File: config.mk
export PLATFORM = sky130hd
export DESIGN_NAME = bus_copier
export DESIGN_NICKNAME = d
export VERILOG_FILES = /design/src/rtl/bus_copier_pkg.sv /design/src/rtl/bus_copier.sv
export SDC_FILE = /design/constraint.sdc
export NUM_CORES = 1
export LEC_CHECK = 0
export ABC_AREA = 1
export CORE_MARGIN = 2
export CORE_UTILIZATION = 46
export CTS_CLUSTER_SIZE = 14
export DETAILED_ROUTE_END_ITERATION = 12
export PLACE_DENSITY = 0.8
export SETUP_SLACK_MARGIN = 0.05
export SLEW_MARGIN = 20
export SYNTH_ARGS = -nofsm -noshare
export SYNTH_HDL_FRONTEND = slang
export SYNTH_SLANG_ARGS = --single-unit
File: constraint.sdc
create_clock -name clk_bus -period 2.1 [get_ports clk_bus]
set_input_delay 0.315 -clock clk_bus [delete_from_list [all_inputs] [get_ports clk_bus]]
set_output_delay 0.315 -clock clk_bus [all_outputs]
set_load 0.005 [all_outputs]
File: src/rtl/bus_copier_pkg.sv
// Shared definitions for the bus copier: state encoding, default widths
// and the per-word address step.
package bus_copier_pkg;

  localparam int DEFAULT_ADDR_W = 8;
  localparam int DEFAULT_DATA_W = 32;

  // Byte distance between consecutive words on the bus.
  localparam int ADDR_INC = 4;

  typedef enum logic [1:0] {
    ST_IDLE  = 2'd0,
    ST_READ  = 2'd1,
    ST_WRITE = 2'd2,
    ST_DONE  = 2'd3
  } copier_state_t;

endpackage

File: src/rtl/bus_copier.sv
// Bus copier: moves a block of words from a source to a destination
// address using alternating single-cycle read and write strobes.
// Each word costs exactly two cycles (one READ, one WRITE), and a
// single DONE cycle reports completion and whether it was aborted.
module bus_copier
  import bus_copier_pkg::*;
#(
  parameter int ADDR_W = DEFAULT_ADDR_W,
  parameter int DATA_W = DEFAULT_DATA_W
) (
  input  logic              clk_bus,
  input  logic              rst_n,
  input  logic              start,
  input  logic              abort,
  input  logic [ADDR_W-1:0] src_addr,
  input  logic [ADDR_W-1:0] dst_addr,
  input  logic [7:0]        count,
  output logic              busy,
  output logic              done,
  output logic              aborted,
  output logic [ADDR_W-1:0] bus_address,
  output logic [DATA_W-1:0] bus_data_o,
  input  logic [DATA_W-1:0] bus_data_i,
  output logic              bus_read,
  output logic              bus_write
);

  copier_state_t     state_q;
  copier_state_t     state_d;
  logic [ADDR_W-1:0] src_q;
  logic [ADDR_W-1:0] dst_q;
  logic [7:0]        cnt_q;
  logic [DATA_W-1:0] data_q;
  logic              aborted_q;

  // State register; reset drops straight back to IDLE so any copy in flight is abandoned.
  always_ff @(posedge clk_bus or negedge rst_n) begin
    if (!rst_n) begin
      state_q <= ST_IDLE;
    end else begin
      state_q <= state_d;
    end
  end

  // Transfer bookkeeping: latch the request, capture read data, step addresses after each write.
  always_ff @(posedge clk_bus or negedge rst_n) begin
    if (!rst_n) begin
      src_q     <= '0;
      dst_q     <= '0;
      cnt_q     <= '0;
      data_q    <= '0;
      aborted_q <= 1'b0;
    end else begin
      case (state_q)
        ST_IDLE: begin
          if (start) begin
            src_q     <= src_addr;
            dst_q     <= dst_addr;
            cnt_q     <= count;
            aborted_q <= 1'b0;
          end
        end
        ST_READ: begin
          data_q <= bus_data_i;
          if (abort) begin
            aborted_q <= 1'b1;
          end
        end
        ST_WRITE: begin
          cnt_q <= cnt_q - 8'd1;
          src_q <= src_q + ADDR_W'(ADDR_INC);
          dst_q <= dst_q + ADDR_W'(ADDR_INC);
          if (abort) begin
            aborted_q <= 1'b1;
          end
        end
        default: begin
        end
      endcase
    end
  end

  // Next-state selection and bus/status outputs, all decoded from the current state.
  always_comb begin
    state_d     = state_q;
    busy        = 1'b0;
    done        = 1'b0;
    aborted     = 1'b0;
    bus_read    = 1'b0;
    bus_write   = 1'b0;
    bus_address = '0;
    bus_data_o  = '0;
    case (state_q)
      ST_IDLE: begin
        if (start) begin
          state_d = (count != 8'd0) ? ST_READ : ST_DONE;
        end
      end
      ST_READ: begin
        busy        = 1'b1;
        bus_read    = 1'b1;
        bus_address = src_q;
        state_d     = abort ? ST_DONE : ST_WRITE;
      end
      ST_WRITE: begin
        busy        = 1'b1;
        bus_write   = 1'b1;
        bus_address = dst_q;
        bus_data_o  = data_q;
        state_d     = (abort || (cnt_q == 8'd1)) ? ST_DONE : ST_READ;
      end
      ST_DONE: begin
        busy    = 1'b1;
        done    = 1'b1;
        aborted = aborted_q;
        state_d = ST_IDLE;
      end
      default: begin
        state_d = ST_IDLE;
      end
    endcase
  end

endmodule

==> summary.md <==
| Metric | Value |
|---|---|
| First-pass GRT wire length | `14200 um` |
| CP max stage delay | `0.39 ns` |
| Placer Congestion | `0.884` |
| Synth warn | `0` |
| GR Overflow Total | `0` |
| WHS | `0.457 ns` |
| Longest Clk Path Bufs | `2` |
| Multi-input gate area | `0.00148 mm2` |
| Initial core utilization | `0.476` |
| Fin. Hold Viols | `0` |
| Worst-path cell chain | `inv_2 > ha_4 > buf_4 > buf_12 > buf_16 > buf_6 > clkinvlp_2 > o21ai_2 > a22oi_2` |
| Post-synth EDFFs | `0` |
| Pwr per Cell Area | `1440 mW/mm2` |
| Post-DRT Antenna Nets | `0` |
| Mapped Cells | `445` |
| Max Fanout on Critical Path | `10` |
| Wire length on met3 | `582 um` |
| Number of port buffers | `104` |
| Sequential cell area fraction in the yosys report | `0.456` |
| Clock sink count | `59` |
| DR pass1 iterations | `5` |
| Fin nets | `637` |
| Final WL | `9200 um` |
| Slowest CP cell | `dfrtp_1` |
| Root buffer cell | `clkbuf_8` |
| Setup TNS Final | `0 ns` |
| M1 WL | `3670 um` |
| Row cnt | `30` |
| Initial DRC count | `180` |
| R2R Setup Slk | `0.05 ns` |
| Synth Net Count | `514` |
| Area Growth Syn to Fin | `52.3%` |
| Worst path required time | `2.32 ns` |
| HPWL Detailed | `5970 um` |
| Die W | `87.9 um` |
| Top cells by area, synth | `dfrtp_1 (46%), nand2_1 (24%), inv_1 (6.2%)` |
| Metal2 WL | `4630 um` |
| Clk_lat worst skew | `0.34 ns` |
| Max IR drop VDD | `0.000707 V` |
| Worst Hold Class | `in2async` |
| Syn_area_per_cell | `7.27 um2` |
| WL/cell | `13.8 um` |
| Leakage | `2.99 nW` |
| RSZ-0062 raised after global routing | `true` |
| DR DRC count | `0` |
| Yosys reg bits | `59` |
| DR top layer | `met4` |
| Max-slew violation count | `0` |
| Slew @ Worst Pin | `0.471 ns` |
| Fillers | `479` |
| Inst Count DP | `637` |
| Synth top area share | `0.456` |
| Total power draw | `7.08 mW` |
| Setup violators final | `0` |
| Yosys cell types | `33` |
| Clk pin slew, worst setup/hold paths | `0.07 ns` |
| Via count | `3319` |
| Clk network pwr share | `0.165` |
| Critical path arrival | `2.27 ns` |
| Status | `finished, final reports clean` |
| FF-to-FF End | `cnt_q[2]` |
| Startpoint Class | `flip-flop` |
| Number of buffers created by CTS | `9` |
| Netlist Area Pre-Place | `0.00323 mm2` |
| Core area | `0.00679 mm2` |
| Fmax | `488 MHz` |
| Synth Flop Type | `dfrtp_1` |
| Fin crit period | `2.05 ns` |
| Dominant cell type by area after synthesis | `dfrtp_1` |
| Final Skew | `0.00771 ns` |
| Cells on worst reg2reg path | `9` |
| Vias per inst | `4.97` |
| Combinational power share | `0.537` |
| Die area | `0.00772 mm2` |
| Sequential Area | `0.00148 mm2` |
| Diodes inserted | `0` |
| Internal | `4.15 mW` |
| CP Capture Type | `flip-flop` |
| IO Count | `105` |
| Vias in the first global route | `3218` |
| Crit path kind | `reg2reg` |
| Max-cap violations | `0` |
| Final Non-Filler Cells | `668` |
| FF-to-FF Start | `state_q[0]` |
| Die H | `87.9 um` |
| Global router's overall resource usage | `0.239` |
| Layout cells sized above 1 | `0.114` |
| Sequential share of power | `0.298` |
| CTS tree | `built` |
| Asr flop ratio synth | `1.00` |
| Sw Share | `0.414` |
| Initial antenna violation count | `0` |
| H-tree lvl count | `3` |
| Largest net degree at the start of global routing | `25` |
| Switch Pwr | `2.93 mW` |
| Relative slew slack | `0.686` |
| Final cycle utilization of the critical path | `0.976` |
cells in the mapped netlist, types with 2 or more instances:
library cell / instances
o211ai_1: 2
a21oi_1: 17
nand3_1: 9
inv_2: 2
nand4_1: 4
buf_6: 3
o21ai_1: 3
clkbuf_1: 10
ha_1: 9
dfrtp_1: 59
inv_1: 53
nor2_1: 18
o21ai_0: 23
nand2_1: 204
o211ai_2: 2
xor2_1: 3
a31oi_1: 3
buf_2: 6
logic make-up after synthesis:
family                     count (synthesis)  share of synthesized area
AOI/OAI and AO/OA                         59                      0.112
buffers and inverters                     77                      0.101
DFF                                       59                      0.456
and+or+nand+nor                          238                      0.287
xor gates and xnor gates                   3                    0.00813
adders and majority gates                  9                     0.0348
per-stage QoR:
stage | utilization | worst slack, ns | area [um2]
6_report | 0.725 | 0.0509 | 4930
5_1_grt | 0.725 | -0.0276 | 4930
4_1_cts | 0.703 | -0.104 | 4780
3_5_place_dp | 0.648 | 0.0381 | 4400
3_3_place_gp | 0.648 | 0.0671 | 4400
2_1_floorplan | - | 0.346 | 3230
per-layer routing:
metal  vias up  track usage
met5         -            0
met4         0        0.105
met3        27       0.0462
met2       144        0.417
met1      1532        0.287
li1       1616            -
cell type report:
| type | instances | share of cell area |
|---|---|---|
| inverters | 57 | 0.0467 |
| clock buffers | 11 | 0.0307 |
| well taps | 96 | 0.0244 |
| flip-flops and latches | 59 | 0.300 |
| repair inverters | 1 | 0.00102 |
| clock inverters | 4 | 0.0150 |
| repair buffers | 131 | 0.283 |
| multi-input cells | 309 | 0.299 |
worst max-delay path: cells and delay by family, from the launching register on:
| kind | cells | cell delay, ns |
|---|---|---|
| flip-flops | 1 | 0.39 |
| buffers and inverters | 6 | 0.96 |
| adder cells (fa/ha/maj) | 1 | 0.20 |
| AO/OA/AOI/OAI | 2 | 0.37 |
placed cells by master, fill, tap and decap left out, types with 2 or more instances in the layout:
cell / count
buf_4: 15
a31oi_1: 3
buf_12: 6
o21ai_0: 22
o211ai_1: 2
buf_6: 4
clkdlybuf4s50_1: 60
ha_4: 3
clkinv_4: 2
dfrtp_1: 59
a21oi_1: 15
inv_1: 50
clkdlybuf4s15_1: 6
nand4_1: 4
o211ai_2: 2
dlymetal6s2s_1: 25
ha_1: 6
xor2_1: 3
clkbuf_8: 11
o21ai_1: 4
a21oi_2: 3
dlygate4sd2_1: 11
inv_2: 3
bufinv_16: 2
nor2_1: 18
nand2_1: 204
nand3_1: 9
state kept, by name, summed over array words and instances (netlist names):
signal / flops
dst_q: 8
src_q: 8
data_q: 32
state_q: 2
aborted_q: 1
cnt_q: 8
worst max path at each step:
| stage | cells past startpoint | startpoint | slack (ns) | endpoint |
|---|---|---|---|---|
| global placement | 5 | state_q[0] | 0.07 | bus_address[1] |
| floorplan | 7 | state_q[0] | 0.35 | bus_data_o[10] |
| finish | 9 | state_q[0] | 0.05 | cnt_q[2] |
| detailed placement | 5 | state_q[0] | 0.04 | bus_address[1] |
| CTS | 5 | state_q[1] | -0.10 | bus_address[0] |
| global route | 9 | state_q[0] | -0.03 | cnt_q[2] |
power groups by stage:
stage               sequential [mW]  clock [mW]  combinational, mW
finish                         2.11        1.17               3.80
global route                   2.18        1.24               4.20
CTS                            2.09        1.18               3.58
detailed placement             2.10           0               3.29
global placement               2.09           0               3.19
floorplan                      2.02           0               2.14
what timing repair did:
action,in CTS,in global routing
pin swaps,1,3
setup buffers,8,5
gates cloned,1,1
hold buffers,1,0
resized for setup,29,43
setup endpoints to repair,43,39
hold endpoints to repair,19,0
Note: power is estimated with default switching activity, not from simulation.
